$ cat config.mk
export PLATFORM = sky130hd
export DESIGN_NAME = command_dispatch_arbiter_flat
export DESIGN_NICKNAME = d
export VERILOG_FILES = /design/src/rtl/command_dispatch_arbiter_pkg.sv /design/src/rtl/command_dispatch_arbiter_if.sv /design/src/rtl/command_dispatch_arbiter_rr_arbiter.sv /design/src/rtl/command_dispatch_arbiter.sv /design/src/flat_wrapper.sv
export SDC_FILE = /design/constraint.sdc
export NUM_CORES = 1
export LEC_CHECK = 0
export ABC_AREA = 1
export CORE_MARGIN = 4
export CORE_UTILIZATION = 25
export CTS_BUF_LIST = sky130_fd_sc_hd__clkbuf_4 sky130_fd_sc_hd__clkbuf_8
export DETAILED_ROUTE_END_ITERATION = 12
export PLACE_DENSITY = 0.61
export SLEW_MARGIN = 20
export SYNTH_ARGS = -nofsm -noshare
export SYNTH_HDL_FRONTEND = slang
export SYNTH_HIERARCHICAL = 1
export SYNTH_SLANG_ARGS = --single-unit
export TNS_END_PERCENT = 10
$ cat constraint.sdc
create_clock -name wclk -period 6.7 [get_ports wclk]
set_input_delay 0.67 -clock wclk [delete_from_list [all_inputs] [get_ports wclk]]
set_output_delay 0.67 -clock wclk [all_outputs]
set_load 0.005 [all_outputs]
$ cat src/rtl/command_dispatch_arbiter_pkg.sv
// Shared types for the command dispatch arbiter: command packet, FIFO depth, FSM states.
package command_dispatch_arbiter_pkg;

  localparam int unsigned CMD_OP_W      = 4;
  localparam int unsigned CMD_ADDR_W    = 12;
  localparam int unsigned CMD_DATA_W    = 16;
  localparam int unsigned com_fifo_size = 16;

  typedef struct packed {
    logic [CMD_OP_W-1:0]   opcode;
    logic [CMD_ADDR_W-1:0] addr;
    logic [CMD_DATA_W-1:0] data;
  } com_packet;

  typedef enum logic [1:0] {
    ST_IDLE  = 2'd0,
    ST_RUN   = 2'd1,
    ST_FLUSH = 2'd2,
    ST_DONE  = 2'd3
  } arb_state_e;

endpackage

$ cat src/rtl/command_dispatch_arbiter_if.sv
// Requester / command-FIFO write-port bundle for the dispatch arbiter.
// CMD_ARB_URGENT_EN adds the per-requester urgent vector.
interface command_dispatch_arbiter_if
  import command_dispatch_arbiter_pkg::*;
#(
  parameter int unsigned NUM_REQ = 4
);

  logic [NUM_REQ-1:0] req;
  com_packet [NUM_REQ-1:0] req_pkt;
  logic [NUM_REQ-1:0] grant;
  logic               fifo_winc;
  com_packet          fifo_wdata;
  logic               fifo_wfull;
`ifdef CMD_ARB_URGENT_EN
  logic [NUM_REQ-1:0] urgent;
`endif

`ifdef CMD_ARB_URGENT_EN
  modport master (output req, req_pkt, fifo_wfull, urgent,
                  input  grant, fifo_winc, fifo_wdata);
  modport slave  (input  req, req_pkt, fifo_wfull, urgent,
                  output grant, fifo_winc, fifo_wdata);
`else
  modport master (output req, req_pkt, fifo_wfull,
                  input  grant, fifo_winc, fifo_wdata);
  modport slave  (input  req, req_pkt, fifo_wfull,
                  output grant, fifo_winc, fifo_wdata);
`endif

endinterface

$ cat src/rtl/command_dispatch_arbiter_rr_arbiter.sv
// Round-robin picker: first set request at or after ptr, wrapping, as a one-hot grant.
module rr_arbiter #(
  parameter  int unsigned NUM_REQ = 4,
  localparam int unsigned PTR_W   = $clog2(NUM_REQ)
) (
  input  logic [NUM_REQ-1:0] req,
  input  logic [PTR_W-1:0]   ptr,
  output logic [NUM_REQ-1:0] grant_c
);

  always_comb begin
    logic             found;
    logic [PTR_W-1:0] idx;
    grant_c = '0;
    found   = 1'b0;
    idx     = '0;
    for (int unsigned i = 0; i < NUM_REQ; i++) begin
      idx = PTR_W'((32'(ptr) + i) % NUM_REQ);
      if (!found && req[idx]) begin
        grant_c[idx] = 1'b1;
        found        = 1'b1;
      end
    end
  end

endmodule

$ cat src/rtl/command_dispatch_arbiter.sv
// Shares the command FIFO write port among NUM_REQ requesters and sequences MAX_ITER replay
// iterations per run. CMD_ARB_URGENT_EN enables urgent-first arbitration.
module command_dispatch_arbiter
  import command_dispatch_arbiter_pkg::*;
#(
  parameter  int unsigned NUM_REQ  = 4,
  parameter  int unsigned MAX_ITER = 8,
  localparam int unsigned PTR_W    = $clog2(NUM_REQ),
  localparam int unsigned CNT_W    = $clog2(MAX_ITER + 1)
) (
  input  logic                      wclk,
  input  logic                      reset,
  input  logic                      start,
  input  logic                      iter_end,
  command_dispatch_arbiter_if.slave bus,
  output logic                      replay_iter_flag,
  output logic [CNT_W-1:0]          iter_count,
  output logic                      busy,
  output logic                      all_done
);

  arb_state_e         state, state_nxt;
  logic [PTR_W-1:0]   rr_ptr, rr_ptr_nxt;
  logic [CNT_W-1:0]   iter_count_nxt;
  logic [NUM_REQ-1:0] arb_req;
  logic [NUM_REQ-1:0] rr_grant;
  logic [NUM_REQ-1:0] gnt;
  logic               grant_en;

  // Urgent requesters form the candidate set whenever any of them is requesting.
`ifdef CMD_ARB_URGENT_EN
  assign arb_req = (|(bus.req & bus.urgent)) ? (bus.req & bus.urgent) : bus.req;
`else
  assign arb_req = bus.req;
`endif

  rr_arbiter #(.NUM_REQ(NUM_REQ)) u_rr_arbiter (
    .req     (arb_req),
    .ptr     (rr_ptr),
    .grant_c (rr_grant)
  );

  always_ff @(posedge wclk or negedge reset) begin
    if (!reset) begin
      state      <= ST_IDLE;
      rr_ptr     <= '0;
      iter_count <= '0;
    end else begin
      state      <= state_nxt;
      rr_ptr     <= rr_ptr_nxt;
      iter_count <= iter_count_nxt;
    end
  end

  // Next state and iteration count.
  always_comb begin
    state_nxt      = state;
    iter_count_nxt = iter_count;
    case (state)
      ST_IDLE: begin
        if (start) begin
          state_nxt      = ST_RUN;
          iter_count_nxt = '0;
        end
      end
      ST_RUN: begin
        if (iter_end) state_nxt = ST_FLUSH;
      end
      ST_FLUSH: begin
        iter_count_nxt = iter_count + CNT_W'(1);
        if ((32'(iter_count) + 32'd1) < MAX_ITER) state_nxt = ST_RUN;
        else                                      state_nxt = ST_DONE;
      end
      ST_DONE: state_nxt = ST_IDLE;
      default: state_nxt = ST_IDLE;
    endcase
  end

  // Outputs: zero-latency grant path plus state-decoded status strobes.
  always_comb begin
    grant_en         = 1'b0;
    gnt              = '0;
    rr_ptr_nxt       = rr_ptr;
    bus.fifo_wdata   = '0;
    replay_iter_flag = 1'b0;
    all_done         = 1'b0;
    busy             = (state != ST_IDLE);
    case (state)
      ST_RUN:   grant_en = !bus.fifo_wfull && !iter_end;
      ST_FLUSH: replay_iter_flag = 1'b1;
      ST_DONE:  all_done = 1'b1;
      default:  grant_en = 1'b0;
    endcase
    if (grant_en) gnt = rr_grant;
    for (int unsigned k = 0; k < NUM_REQ; k++) begin
      if (gnt[k]) begin
        bus.fifo_wdata = bus.req_pkt[k];
        rr_ptr_nxt     = PTR_W'((k + 1) % NUM_REQ);
      end
    end
    bus.grant     = gnt;
    bus.fifo_winc = |gnt;
  end

endmodule

$ cat src/flat_wrapper.sv
// flat-port wrapper written by rule: the top's interface ports become plain ports
module command_dispatch_arbiter_flat import command_dispatch_arbiter_pkg::*;
#(
  parameter  int unsigned NUM_REQ  = 4,
  parameter  int unsigned MAX_ITER = 8,
  localparam int unsigned PTR_W    = $clog2(NUM_REQ),
  localparam int unsigned CNT_W    = $clog2(MAX_ITER + 1)
)
  (wclk, reset, start, iter_end, replay_iter_flag, iter_count, busy, all_done, bus_req, bus_req_pkt, bus_fifo_wfull, bus_grant, bus_fifo_winc, bus_fifo_wdata);
  command_dispatch_arbiter_if #(.NUM_REQ(NUM_REQ)) bus_i ();
  input  logic wclk;
  input  logic reset;
  input  logic start;
  input  logic iter_end;
  output logic replay_iter_flag;
  output logic [CNT_W-1:0] iter_count;
  output logic busy;
  output logic all_done;
  input wire logic [$bits(bus_i.req)-1:0] bus_req;
  input wire logic [$bits(bus_i.req_pkt)-1:0] bus_req_pkt;
  input wire logic [$bits(bus_i.fifo_wfull)-1:0] bus_fifo_wfull;
  output wire logic [$bits(bus_i.grant)-1:0] bus_grant;
  output wire logic [$bits(bus_i.fifo_winc)-1:0] bus_fifo_winc;
  output wire logic [$bits(bus_i.fifo_wdata)-1:0] bus_fifo_wdata;
  assign bus_i.req = bus_req;
  assign bus_i.req_pkt = bus_req_pkt;
  assign bus_i.fifo_wfull = bus_fifo_wfull;
  assign bus_grant = bus_i.grant;
  assign bus_fifo_winc = bus_i.fifo_winc;
  assign bus_fifo_wdata = bus_i.fifo_wdata;
  command_dispatch_arbiter #(.NUM_REQ(NUM_REQ), .MAX_ITER(MAX_ITER)) u_core (.wclk(wclk), .reset(reset), .start(start), .iter_end(iter_end), .bus(bus_i), .replay_iter_flag(replay_iter_flag), .iter_count(iter_count), .busy(busy), .all_done(all_done));
endmodule
# --- After elaboration in Yosys (flattened, before gate mapping) ---
# Cells that the tools add are included.
totals:
  regBits: 8
  input_bits: 137
  output_inout_bits: 44
  word_cells: 86
classes:
  add_sub_neg: 5
  magnitude_cmp: 9
  n_eq_ne: 5
  mux: 41
  bitwise_logic: 3
  reduce_logical: 20
op_table:
  columns: ["op", "count"]
  rows:
  - ["$mux 32", 4]
  - ["$lt 32x4->1 const B", 1]
  - ["$mux 4", 6]
  - ["$mux 1", 14]
  - ["$mux 2", 7]
  - ["$lt 2x3->1 const B", 4]
  - ["$or 4x4->4", 3]
  - ["$bmux 1 s2", 4]
  - ["$demux 1 s2", 4]
  - ["$ge 2x1->1 const B", 4]
  - ["$logic_and 1x1->1", 8]
  - ["$pmux 2 s4", 1]
  - ["$pmux 4 s2", 1]
  - ["$add 4x1->5 const B", 1]
  - ["$logic_not 1->1", 5]
  - ["$add 2x2->2 const B", 2]
  - ["$add 4x1->4 const B", 1]
  - ["$eq 2x2->1 const B", 2]
  - ["$ne 2x2->1 const B", 2]
  - ["$reduce_and 2->1", 2]
  - ["$reduce_bool 2->1", 2]
  - ["$reduce_bool 4->1", 1]
  - ["$reduce_or 4->1", 1]
  - ["$add 2x1->2 const B", 1]
  - ["2 further kinds", 2]

# --- Logic depth before layout (Yosys ltp) ---
# Gate-level depths: netlist (run 1).
depth:
  word_depth: 17
  mapped_depth: 17
  mapped_depth_nobuf: 15

# --- Modules after synthesis ---
# The synthesis (run 1) kept the hierarchy.
modules_own_cells:
  columns: ["mod", "n_inst", "cells_each", "area_per_inst_um2", "seq_area_each_um2"]
  rows:
  - ["command_dispatch_arbiter", 1, 418, 2089.5, 200.2]
  - ["rr_arbiter", 1, 73, 399.1, 0.0]

# --- Worst setup path before layout (run 1) ---
# No wires, ideal clock.
synth_path:
  path_kind: "flip-flop to output port"
  startpoint: "reg u_core.rr_ptr[0]"
  endpoint: "out bus_fifo_wdata[31]"
  arrival_ps: 2417
  setup_slack_ps: 3613
  path_stages_with_launch: 15
  path_buffers: 1
  path_cell_list: "dfrtp_1 > inv_2 > ha_1 > inv_1 > nand3_1 > nand2_1 > nand2_4 > nor2_4 > nand2_1 > nand3_1 > clkbuf_1 > nand4_1 > o21ai_0 > nand2_1 > nand2_1"
synth_via:
  word_cells_on_any_way: 52
synth_rtl:
  columns: ["item", "line", "text"]
  rows:
  - ["start, declared", "command_dispatch_arbiter.sv:23", "logic [PTR_W-1:0] rr_ptr, rr_ptr_nxt;"]
  - ["start signal, assigned", "command_dispatch_arbiter.sv:50", "rr_ptr <= rr_ptr_nxt;"]
  - ["parallel branches: the longest is 11 deep, another holds $lt 2x3->1", null, null]
  - ["$mux 4 (*)", "command_dispatch_arbiter_rr_arbiter.sv:19", "if (!found && req[idx]) begin"]
  - ["named net u_core.rr_grant[1]", "command_dispatch_arbiter.sv:26", "logic [NUM_REQ-1:0] rr_grant;"]
  - ["$mux 4 (*)", "command_dispatch_arbiter.sv:94", "if (grant_en) gnt = rr_grant;"]
  - ["$mux 32 (*) (3 in a row)", "command_dispatch_arbiter.sv:96", "if (gnt[k]) begin"]
  - ["end, declared", "flat_wrapper.sv:24", "output wire logic [$bits(bus_i.fifo_wdata)-1:0] bus_fifo_wdata;"]
# Mark *: on every way through the listed nets, which the timed path passes. The select of a mux whose other input is x is not followed.

# --- Worst setup path after layout (run 1) ---
layout_path:
  startpoint: "reg u_core.rr_ptr[0]"
  endpoint: "out bus_fifo_wdata[27]"
layout_via:
  word_cells_on_any_way: 52
layout_rtl:
  columns: ["item", "line"]
  rows:
  - ["parallel branches: the longest is 11 deep, another holds $lt 2x3->1", null]
  - ["$mux 4 (*)", "command_dispatch_arbiter_rr_arbiter.sv:19"]
  - ["named net u_core.rr_grant[2]", "command_dispatch_arbiter.sv:26"]
  - ["$mux 4 (*)", "command_dispatch_arbiter.sv:94"]
  - ["$mux 32 (*) (2 in a row)", "command_dispatch_arbiter.sv:96"]
# Marked as above.

==> summary.txt, run 1 <==
Multi-input gate area - 0.00177 sq mm
Bufs on Longest Clock Path - 2
Worst path required time - 6.03 ns
Worst-margin pin slew - 0.847 ns
RSZ-0062 raised after global routing - no
Min-delay src - u_core/iter_count[0]$_DFFE_PN0P_
Routed Antenna Nets - 0
Worst hold path type - flip-flop to flip-flop
Drt first pass iters - 4
First-pass GRT wire length - 16400 um
Final Wtd Congestion - 0.947
Hold Path End - u_core/iter_count[0]$_DFFE_PN0P_
Crit start category - flip-flop
Core footprint - 0.00973 sq mm
Clock transition at the registers of the reported paths - 0.04 ns
Max Clk Rate - 0.182 GHz
# hold bufs at CTS - 0
WL per Instance - 13.2 um
Initial Utilization - 0.256
Finished Core Util - 0.453
Most common cell after layout, fill and taps aside - clkdlybuf4s50_1
Syn avg cell area - 5.07 sq um
DPL Wire Length - 7930 um
Area occupied by registers - 200 sq um
Period Utilization, post-route - 0.819
Share of layout cells above drive strength 1 - 0.0462
Total track usage - 0.169
Layout area overhead - 77.2%
GRT overflow - 0
FP Rows - 36
Worst R2R Start - u_core/rr_ptr[0]$_DFFE_PN0P_
Clk root buf - clkbuf_8
R2R Setup Slk - 2.57 ns
Status - finished clean
Pleak - 2.25 nW
CTS buffer count - 3
Port bufs - 180
Hold Path Cell Cnt - 1
Max-cap violations - 0
Most frequent cells in the layout - clkdlybuf4s50_1 (180), nand2_1 (115), inv_1 (100), nand3_1 (59), nand4_1 (56)
Synth warn - 6
H-tree levels - 1
Sequential area share after synthesis - 0.0804
Final Hold Fails - 0
# DRC - 0
N_diodes - 0
Setup violations, final - 0
I/O pin count - 181
Clock latency on the worst-skew pair - 0.23 ns
Die area - 0.0116 sq mm
Routed vias - 3588
Die Y - 108 um
Die width - 108 um
Slew HR - 0.434
FF-to-FF path depth - 13
CTS tree - built
Crit Reg-Reg Endpoint - u_core/rr_ptr[0]$_DFFE_PN0P_
Vias per inst - 4.58
Cts repair resizes - 0
Crit. End Element - output port
Crit path time final - 5.49 ns
Sink Count - 8
Maximum fanout along the worst path - 26
DRT iter0 DRCs - 139
Fillers - 1055
Largest net degree at the start of global routing - 65
Post-CTS Setup Repair Bufs - 0
Synthesized netlist cell count - 491
Synth top area share - 0.173
Number of global-route vias before repair - 3511
Data arrival time of the worst path - 4.82 ns
Seq cells post-synth - 8
Nets - 796
Yosys top cell by area - nand2_1
Slew Limit Fails - 0
Top post-synthesis cells by area - nand2_1 (17%), inv_1 (15%), nand4_1 (14%), nand3_1 (12%), dfrtp_1 (8.0%)
Power per standard cell area - 240 mW/mm^2
Netlist cell types - 31
Synthesized area - 0.00249 sq mm
WS Path Type - flip-flop to output port
Clock skew - 0.00276 ns
Net Count, Synth - 635
Initial antenna violation count - 0
Total wire length - 10300 um
Setup Total Neg Slack - 0 ns
VDD IR max - 0.145 mV
## state kept, by name (all words and copies together), names as in the netlist
register / flops
u_core/iter_count: 4
u_core/rr_ptr: 2
u_core/state: 2
## layout make-up
type,instances,share of cell area
inverters,106,0.0902
multi-input cells,348,0.400
repair buffers,185,0.417
flip-flops and latches,8,0.0454
well taps,133,0.0377
clock buffers,3,0.00936
## through the flow
stage | cells | area (sq um) | hold WS, ns | power, mW | setup slack, ns
6_report | 783 | 4410 | 0.541 | 1.06 | 1.21
5_1_grt | 783 | 4410 | 0.580 | 1.17 | 0.685
4_1_cts | 783 | 4410 | 0.549 | 1.06 | 1.13
3_5_place_dp | 780 | 4360 | 0.544 | 0.999 | 1.25
3_3_place_gp | 780 | 4360 | 0.537 | 0.978 | 1.39
2_1_floorplan | 491 | 2490 | 0.374 | 0.633 | 3.61
## synth_stat cells, drive strengths merged
cell type and instances:
o31ai 1, a21oi 10, dfrtp 8, clkbuf 17, inv 104, nand3 61
ha 7, clkinv 2, nand2 122, a31oi 1, xor2 1, a21boi 1
buf 12, o21ai 7, a22o 1, nand4 56, nor2 56, or2 24
## power by group
part | total [mW] | internal [mW] | leakage (nW) | switching [mW]
clock network | 0.0578 | 0.0389 | 0.0216 | 0.0189
logic | 0.895 | 0.354 | 2.12 | 0.541
registers | 0.104 | 0.0691 | 0.101 | 0.0347
total | 1.06 | 0.462 | 2.25 | 0.595
## worst max-delay path by stage
stage / startpoint / to / cells after the start
2_1_floorplan: u_core/rr_ptr[0]$_DFFE_PN0P_ / bus_fifo_wdata[31] / 14
3_3_place_gp: bus_req[3] / bus_fifo_wdata[31] / 14
3_5_place_dp: bus_req[3] / bus_fifo_wdata[27] / 14
4_1_cts: u_core/rr_ptr[0]$_DFFE_PN0P_ / bus_fifo_wdata[27] / 15
5_1_grt: u_core/rr_ptr[0]$_DFFE_PN0P_ / bus_fifo_wdata[31] / 15
6_report: u_core/rr_ptr[0]$_DFFE_PN0P_ / bus_fifo_wdata[27] / 15
## logic make-up after synthesis
| logic type | share of synthesized area |
|---|---|
| xor+xnor | 0.00352 |
| compound gates | 0.0478 |
| flops | 0.0804 |
| simple gates | 0.621 |
| buf+inv | 0.212 |
| fa+ha+maj | 0.0352 |
## routing by layer
| metal | up-vias | part of all wire | global-route usage |
|---|---|---|---|
| met1 | 1588 | 0.40 | 0.201 |
| met3 | 8 | 0.076 | 0.0366 |
| met4 | 0 | 0.0087 | 0.0298 |
| li1 | 1864 | - | - |
| met2 | 128 | 0.51 | 0.311 |
| met5 | - | 0 | 0 |
## critical path, cell delays in order (launching register included)
cell	delay [ns]
dfrtp_1	0.54
inv_2	0.18
ha_1	0.38
inv_1	0.12
nand3_1	0.09
nand2_1	0.15
nand3_1	0.09
nand2_1	0.06
inv_1	0.04
nand3_1	0.62
clkinv_1	0.91
nand4_1	0.67
nor2_1	0.08
nor2_1	0.11
a21oi_1	0.08
clkdlybuf4s50_1	0.46
Note: power is estimated with default switching activity, not from simulation.
==> run 2: changes to the inputs <==
Settings changed: PLACE_DENSITY 0.61 to 0.63.
Clock period 6.7 ns to 4.5 ns, I/O delays scaled along.
==> summary.txt, run 2 (synthesized netlist as in run 1, its figures left out) <==
Crit Reg-Reg Endpoint - u_core/rr_ptr[0]$_DFFE_PN0P_
Cts repair resizes - 0
Clk root buf - clkbuf_8
Power share of the sequential group - 0.097
Worst hold path type - primary input to async pin
Setup violations, final - 0
N_diodes - 0
Biggest register - u_core/iter_count
Clock skew - 0.00130 ns
Sw power - 882 uW
Slew Limit Fails - 0
Status - finished clean
Power per standard cell area - 359 mW/mm^2
Area occupied by registers - 200 sq um
Largest register FFs - 4
Worst path required time - 4.05 ns
GRT overflow - 0
# hold bufs at CTS - 0
Period Utilization, post-route - 0.910
I/O pin count - 181
DPL Wire Length - 8360 um
FP Rows - 36
CP dominant cell by count - nand2_1
CP max-delay cell - dfrtp_1
# DRC - 0
Layout area overhead - 78.7%
Sink Count - 8
Largest net degree at the start of global routing - 38
Data arrival time of the worst path - 3.65 ns
Die width - 108 um
Vias per inst - 4.59
Multi-input gate area - 0.00176 sq mm
Registers with the most flip-flops - u_core/iter_count x4, u_core/rr_ptr x2, u_core/state x2
Setup Total Neg Slack - 0 ns
Clock latency on the worst-skew pair - 0.23 ns
CP max stage delay - 0.54 ns
Maximum fanout along the worst path - 11
Final Hold Fails - 0
Initial antenna violation count - 0
R2R Setup Slk - 1.63 ns
Max-cap violations - 0
Critical-path cell list - inv_2 -> ha_1 -> inv_1 -> nand3_1 -> nand2_1 -> nand2_4 -> nor2_4 -> nand2_1 -> nand3_1 -> nand4_1 -> o21ai_0 -> nand2_1 -> nand2_1 -> clkdlybuf4s50_1
Drt first pass iters - 5
Core footprint - 0.00973 sq mm
Total wire length - 10600 um
WS Path Type - flip-flop to output port
Bufs on Longest Clock Path - 2
Routed Antenna Nets - 0
GR Util met1 - 0.205
CTS buffer count - 3
Post-CTS Setup Repair Bufs - 0
Die Y - 108 um
Total design power - 1.60 mW
H-tree levels - 1
Number of global-route vias before repair - 3512
Pleak - 2.26 nW
Port bufs - 180
Die area - 0.0116 sq mm
VDD IR max - 0.176 mV
FF-to-FF path depth - 13
Routed vias - 3614
GR peak layer - met2
First-pass GRT wire length - 16400 um
Final Wtd Congestion - 0.817
GR Layer Usage met3 - 0.0360
RSZ-0062 raised after global routing - no
Worst R2R Start - u_core/rr_ptr[0]$_DFFE_PN0P_
GR Layer Usage met2 - 0.317
Clock transition at the registers of the reported paths - 0.04 ns
WL per Instance - 13.5 um
Initial Utilization - 0.256
Max Clk Rate - 0.244 GHz
DRT iter0 DRCs - 156
Crit path time final - 4.10 ns
Most common cell after layout, fill and taps aside - clkdlybuf4s50_1
Most frequent cells in the layout - clkdlybuf4s50_1 (180), nand2_1 (115), inv_1 (100), nand3_1 (59), nand4_1 (56)
Share of layout cells above drive strength 1 - 0.0520
CTS tree - built
Comb pwr share - 0.849
Int Pwr - 715 uW
Crit start category - flip-flop
Crit. End Element - output port
Fillers - 1045
Worst-margin pin slew - 0.758 ns
Nets - 800
Clock power share - 0.054
Total track usage - 0.172
Slew HR - 0.493
Switching Share - 0.552
-- run 2: cell count changes in the layout (fill, tap and decap cells not counted), sizes merged --
cell / previous run / this run
buf: 5 / 9
-- run 2: per-stage QoR --
step	util	hold slack [ns]	area [sq um]	worst slack (ns)	cells
floorplan	-	0.154	2490	1.63	491
global route	0.457	0.552	4450	0.0312	787
finish	0.457	0.525	4450	0.405	787
CTS	0.457	0.530	4450	0.383	787
global placement	0.453	0.521	4410	0.742	784
detailed placement	0.453	0.533	4410	0.636	784
-- run 2: power groups by stage --
stage          Clock, mW  Combinational, mW  Sequential [mW]
2_1_floorplan          0              0.796            0.147
3_3_place_gp           0               1.34            0.152
3_5_place_dp           0               1.35            0.155
4_1_cts           0.0882               1.36            0.155
5_1_grt           0.0912               1.50            0.163
6_report          0.0868               1.36            0.154
-- run 2: cell type report --
type | instances | share of cell area
multi-input cells | 348 | 0.396
well taps | 133 | 0.0374
inverters | 106 | 0.0895
clock buffers | 3 | 0.00928
flip-flops and latches | 8 | 0.0450
repair buffers | 189 | 0.423
-- run 2: critical path: cells and delay by family, from the launching register on --
kind | cells | cell delay, ns
buffers and inverters | 3 | 0.76
DFF | 1 | 0.54
AOI/OAI and AO/OA | 1 | 0.32
and+or+nand+nor | 9 | 1.40
adders and majority gates | 1 | 0.37
-- run 2: worst max path at each step --
stage                                      start                  to  slack (ns)  cells after the start
finish              u_core/rr_ptr[0]$_DFFE_PN0P_  bus_fifo_wdata[31]        0.40                     14
global route        u_core/rr_ptr[0]$_DFFE_PN0P_  bus_fifo_wdata[31]        0.03                     14
CTS                 u_core/rr_ptr[0]$_DFFE_PN0P_  bus_fifo_wdata[31]        0.38                     14
detailed placement  u_core/rr_ptr[0]$_DFFE_PN0P_  bus_fifo_wdata[11]        0.64                     14
global placement    u_core/rr_ptr[0]$_DFFE_PN0P_  bus_fifo_wdata[31]        0.74                     14
floorplan           u_core/rr_ptr[0]$_DFFE_PN0P_  bus_fifo_wdata[31]        1.63                     14
-- run 2: per-layer routing --
metal  vias up  part of all wire
li1       1875                 -
met1      1590              0.42
met2       137              0.50
met5         -                 0
met4         0             0.013
met3        12             0.073
==> run 3: changes to the inputs <==
Settings changed: ABC_AREA 1 to unset, CORE_ASPECT_RATIO set to 0.6, PLACE_DENSITY 0.63 to 0.72.
==> summary.txt, run 3 <==
Status - finished clean
Number of global-route vias before repair - 2718
Drt first pass iters - 5
CTS tree - built
Routed Antenna Nets - 0
Leading cell types by count after synthesis - nand2_1 (41), a21oi_1 (37), a31oi_1 (33), nand3b_1 (32), o21ai_0 (30)
Largest net degree at the start of global routing - 60
Power share of the sequential group - 0.105
Worst hold path type - primary input to async pin
Die width - 118 um
Data arrival time of the worst path - 3.66 ns
Slew Limit Fails - 0
Clock power share - 0.061
WS Path Type - flip-flop to output port
Layout area overhead - 108%
Fraction of registers with async set/reset - 1.00
RSZ-0062 raised after global routing - no
Complex-gate fraction of the synthesized area - 0.369
Vias per inst - 5.37
Worst-margin pin slew - 0.596 ns
Core footprint - 0.00685 sq mm
Net Count, Synth - 414
Maximum fanout along the worst path - 19
DPL Wire Length - 6980 um
Total wire length - 9210 um
I/O pin count - 181
Initial Utilization - 0.265
Syn avg cell area - 6.71 sq um
Max Clk Rate - 0.244 GHz
End point of the critical path - bus_fifo_wdata[21]
Final Hold Fails - 0
Sequential area share after synthesis - 0.110
Most common cell after layout, fill and taps aside - clkdlybuf4s50_1
Clk root buf - clkbuf_8
FP Rows - 23
VDD IR max - 0.199 mV
Comb pwr share - 0.834
Registers with the most flip-flops - u_core/iter_count x4, u_core/rr_ptr x2, u_core/state x2
Total track usage - 0.190
Synth top area share - 0.133
Top post-synthesis cells by area - nand3b_1 (13%), a31oi_1 (11%), dfrtp_1 (11%), a21oi_1 (10%), nand2_1 (8.5%)
Largest family of logic cells by synthesized area - compound AO/OA/AOI/OAI gates
Biggest register - u_core/iter_count
Main synth FF type - dfrtp_1
WL per Instance - 17.5 um
Clock transition at the registers of the reported paths - 0.04 ns
Post-synthesis mux area share - 0.0594
Synthesized netlist cell count - 270
Port bufs - 180
# DRC - 0
Largest register FFs - 4
Netlist cell types - 36
Synth Area in Simple Gates - 0.331
FF-to-FF path depth - 10
Power per standard cell area - 380 mW/mm^2
Initial antenna violation count - 0
XOR/XNOR Fraction of Synth Area - 0
Crit Reg-Reg Endpoint - u_core/rr_ptr[0]$_DFFE_PN0P_
Most frequent cells in the layout - clkdlybuf4s50_1 (180), nand2_1 (41), a21oi_1 (37), a31oi_1 (33), nand3b_1 (32)
Post-route cell area - 0.00377 sq mm
Worst R2R Start - u_core/rr_ptr[1]$_DFFE_PN0P_
Die area - 0.00872 sq mm
First-pass GRT wire length - 13600 um
Count leader, synth - nand2_1
Routed vias - 2836
Switching Share - 0.492
Sink Count - 8
H-tree levels - 1
DP Area - 0.00368 sq mm
Worst path required time - 4.05 ns
Clock latency on the worst-skew pair - 0.23 ns
Setup Total Neg Slack - 0 ns
Worst setup path start - u_core/rr_ptr[1]$_DFFE_PN0P_
Synth warn - 6
Clock skew - 0.00440 ns
Crit start category - flip-flop
R2R Setup Slk - 1.60 ns
Final Wtd Congestion - 0.904
DRT iter0 DRCs - 162
Synth Area in Adders - 0.0483
Post-synth EDFFs - 0
Seq cells post-synth - 8
Pre-CTS setup slack - 0.432 ns
# hold bufs at CTS - 0
Die Y - 74.0 um
Setup violations, final - 0
GRT overflow - 0
Sw power - 706 uW
Bufs on Longest Clock Path - 2
Nets - 587
Slew HR - 0.601
N_diodes - 0
Yosys top cell by area - nand3b_1
Int Pwr - 728 uW
Max-cap violations - 0
Synthesized area - 0.00181 sq mm
Crit. End Element - output port
Crit path time final - 4.11 ns
Period Utilization, post-route - 0.913
Pleak - 1.35 nW
CTS buffer count - 3
Worst Setup Slack, final - 0.393 ns
Share of layout cells above drive strength 1 - 0.0703
-- run 3: cell types whose count changed after synthesis, moves of 24 or more --
cell	previous run	this run
inv_1	100	8
nand2_1	115	41
nand4_1	56	0
nand3_1	59	4
nor2_1	52	5
a31oi_1	1	33
nand3b_1	0	32
a21oi_1	10	37
o21ai_0	6	30
-- run 3: power by group through the flow --
stage | clock network [mW] | registers, mW | logic [mW]
after detailed placement | 0 | 0.151 | 1.13
final | 0.0873 | 0.150 | 1.20
after floorplan | 0 | 0.133 | 0.679
after CTS | 0.0881 | 0.150 | 1.13
after global placement | 0 | 0.148 | 1.12
after global routing | 0.0940 | 0.158 | 1.30
-- run 3: kinds of logic (layout without fill, tap and decap cells) --
kind of cell	Yosys count	count (layout)
multiplexers	5	5
AND/OR/NAND/NOR	100	100
flip-flops	8	8
AO/OA/AOI/OAI	116	116
adder cells (fa/ha/maj)	7	7
buffers and inverters	34	205
-- run 3: metrics by stage --
stage	power, mW	util	std cells	hold WS [ns]
after floorplan	0.812	-	270	0.154
after global placement	1.27	0.538	519	0.551
after detailed placement	1.28	0.538	519	0.552
after CTS	1.37	0.544	522	0.512
after global routing	1.55	0.551	528	0.517
final	1.43	0.551	528	0.500
-- run 3: worst min path at each step --
stage                                     startpoint                          endpoint  depth (start not counted)
finish                                         reset  u_core/iter_count[1]$_DFFE_PN0P_                          1
global route                                   reset  u_core/iter_count[1]$_DFFE_PN0P_                          1
CTS                                            reset  u_core/iter_count[1]$_DFFE_PN0P_                          1
detailed placement  u_core/iter_count[1]$_DFFE_PN0P_  u_core/iter_count[1]$_DFFE_PN0P_                          1
global placement    u_core/iter_count[0]$_DFFE_PN0P_  u_core/iter_count[0]$_DFFE_PN0P_                          1
floorplan                                      reset  u_core/iter_count[0]$_DFFE_PN0P_                          0
-- run 3: layout make-up --
| cell class | count | area [sq um] |
|---|---|---|
| sequential | 8 | 201 |
| clock buffer | 3 | 41.3 |
| fill | 677 | 3080 |
| timing repair inverter | 1 | 7.51 |
| inverter | 8 | 33.8 |
| timing repair buffer | 193 | 1910 |
| multi-input combinational | 228 | 1470 |
| tap | 87 | 109 |
-- run 3: worst max-delay path, stage by stage (launching register included) --
cell and delay, ns:
dfrtp_1 0.53, inv_1 0.11, ha_1 0.33, mux4_2 0.39, nor4b_4 0.37, nand2_1 0.10
o211ai_1 0.20, nor3b_4 0.27, buf_4 0.28, a21oi_1 0.11, a31oi_1 0.20, clkdlybuf4s50_1 0.55
-- run 3: what timing repair did --
item                       in CTS  in global routing
hold endpoints to repair        0                  0
setup endpoints to repair       0                 28
setup buffers                   0                  5
gates resized for setup         0                  3
-- run 3: metal layers --
metal | wire length [um] | up-vias | GRT usage
met5 | 0 | - | 0
met4 | 29 | 0 | 0.0299
met3 | 836 | 6 | 0.0570
met2 | 4480 | 156 | 0.354
met1 | 3860 | 1321 | 0.225
li1 | - | 1353 | -
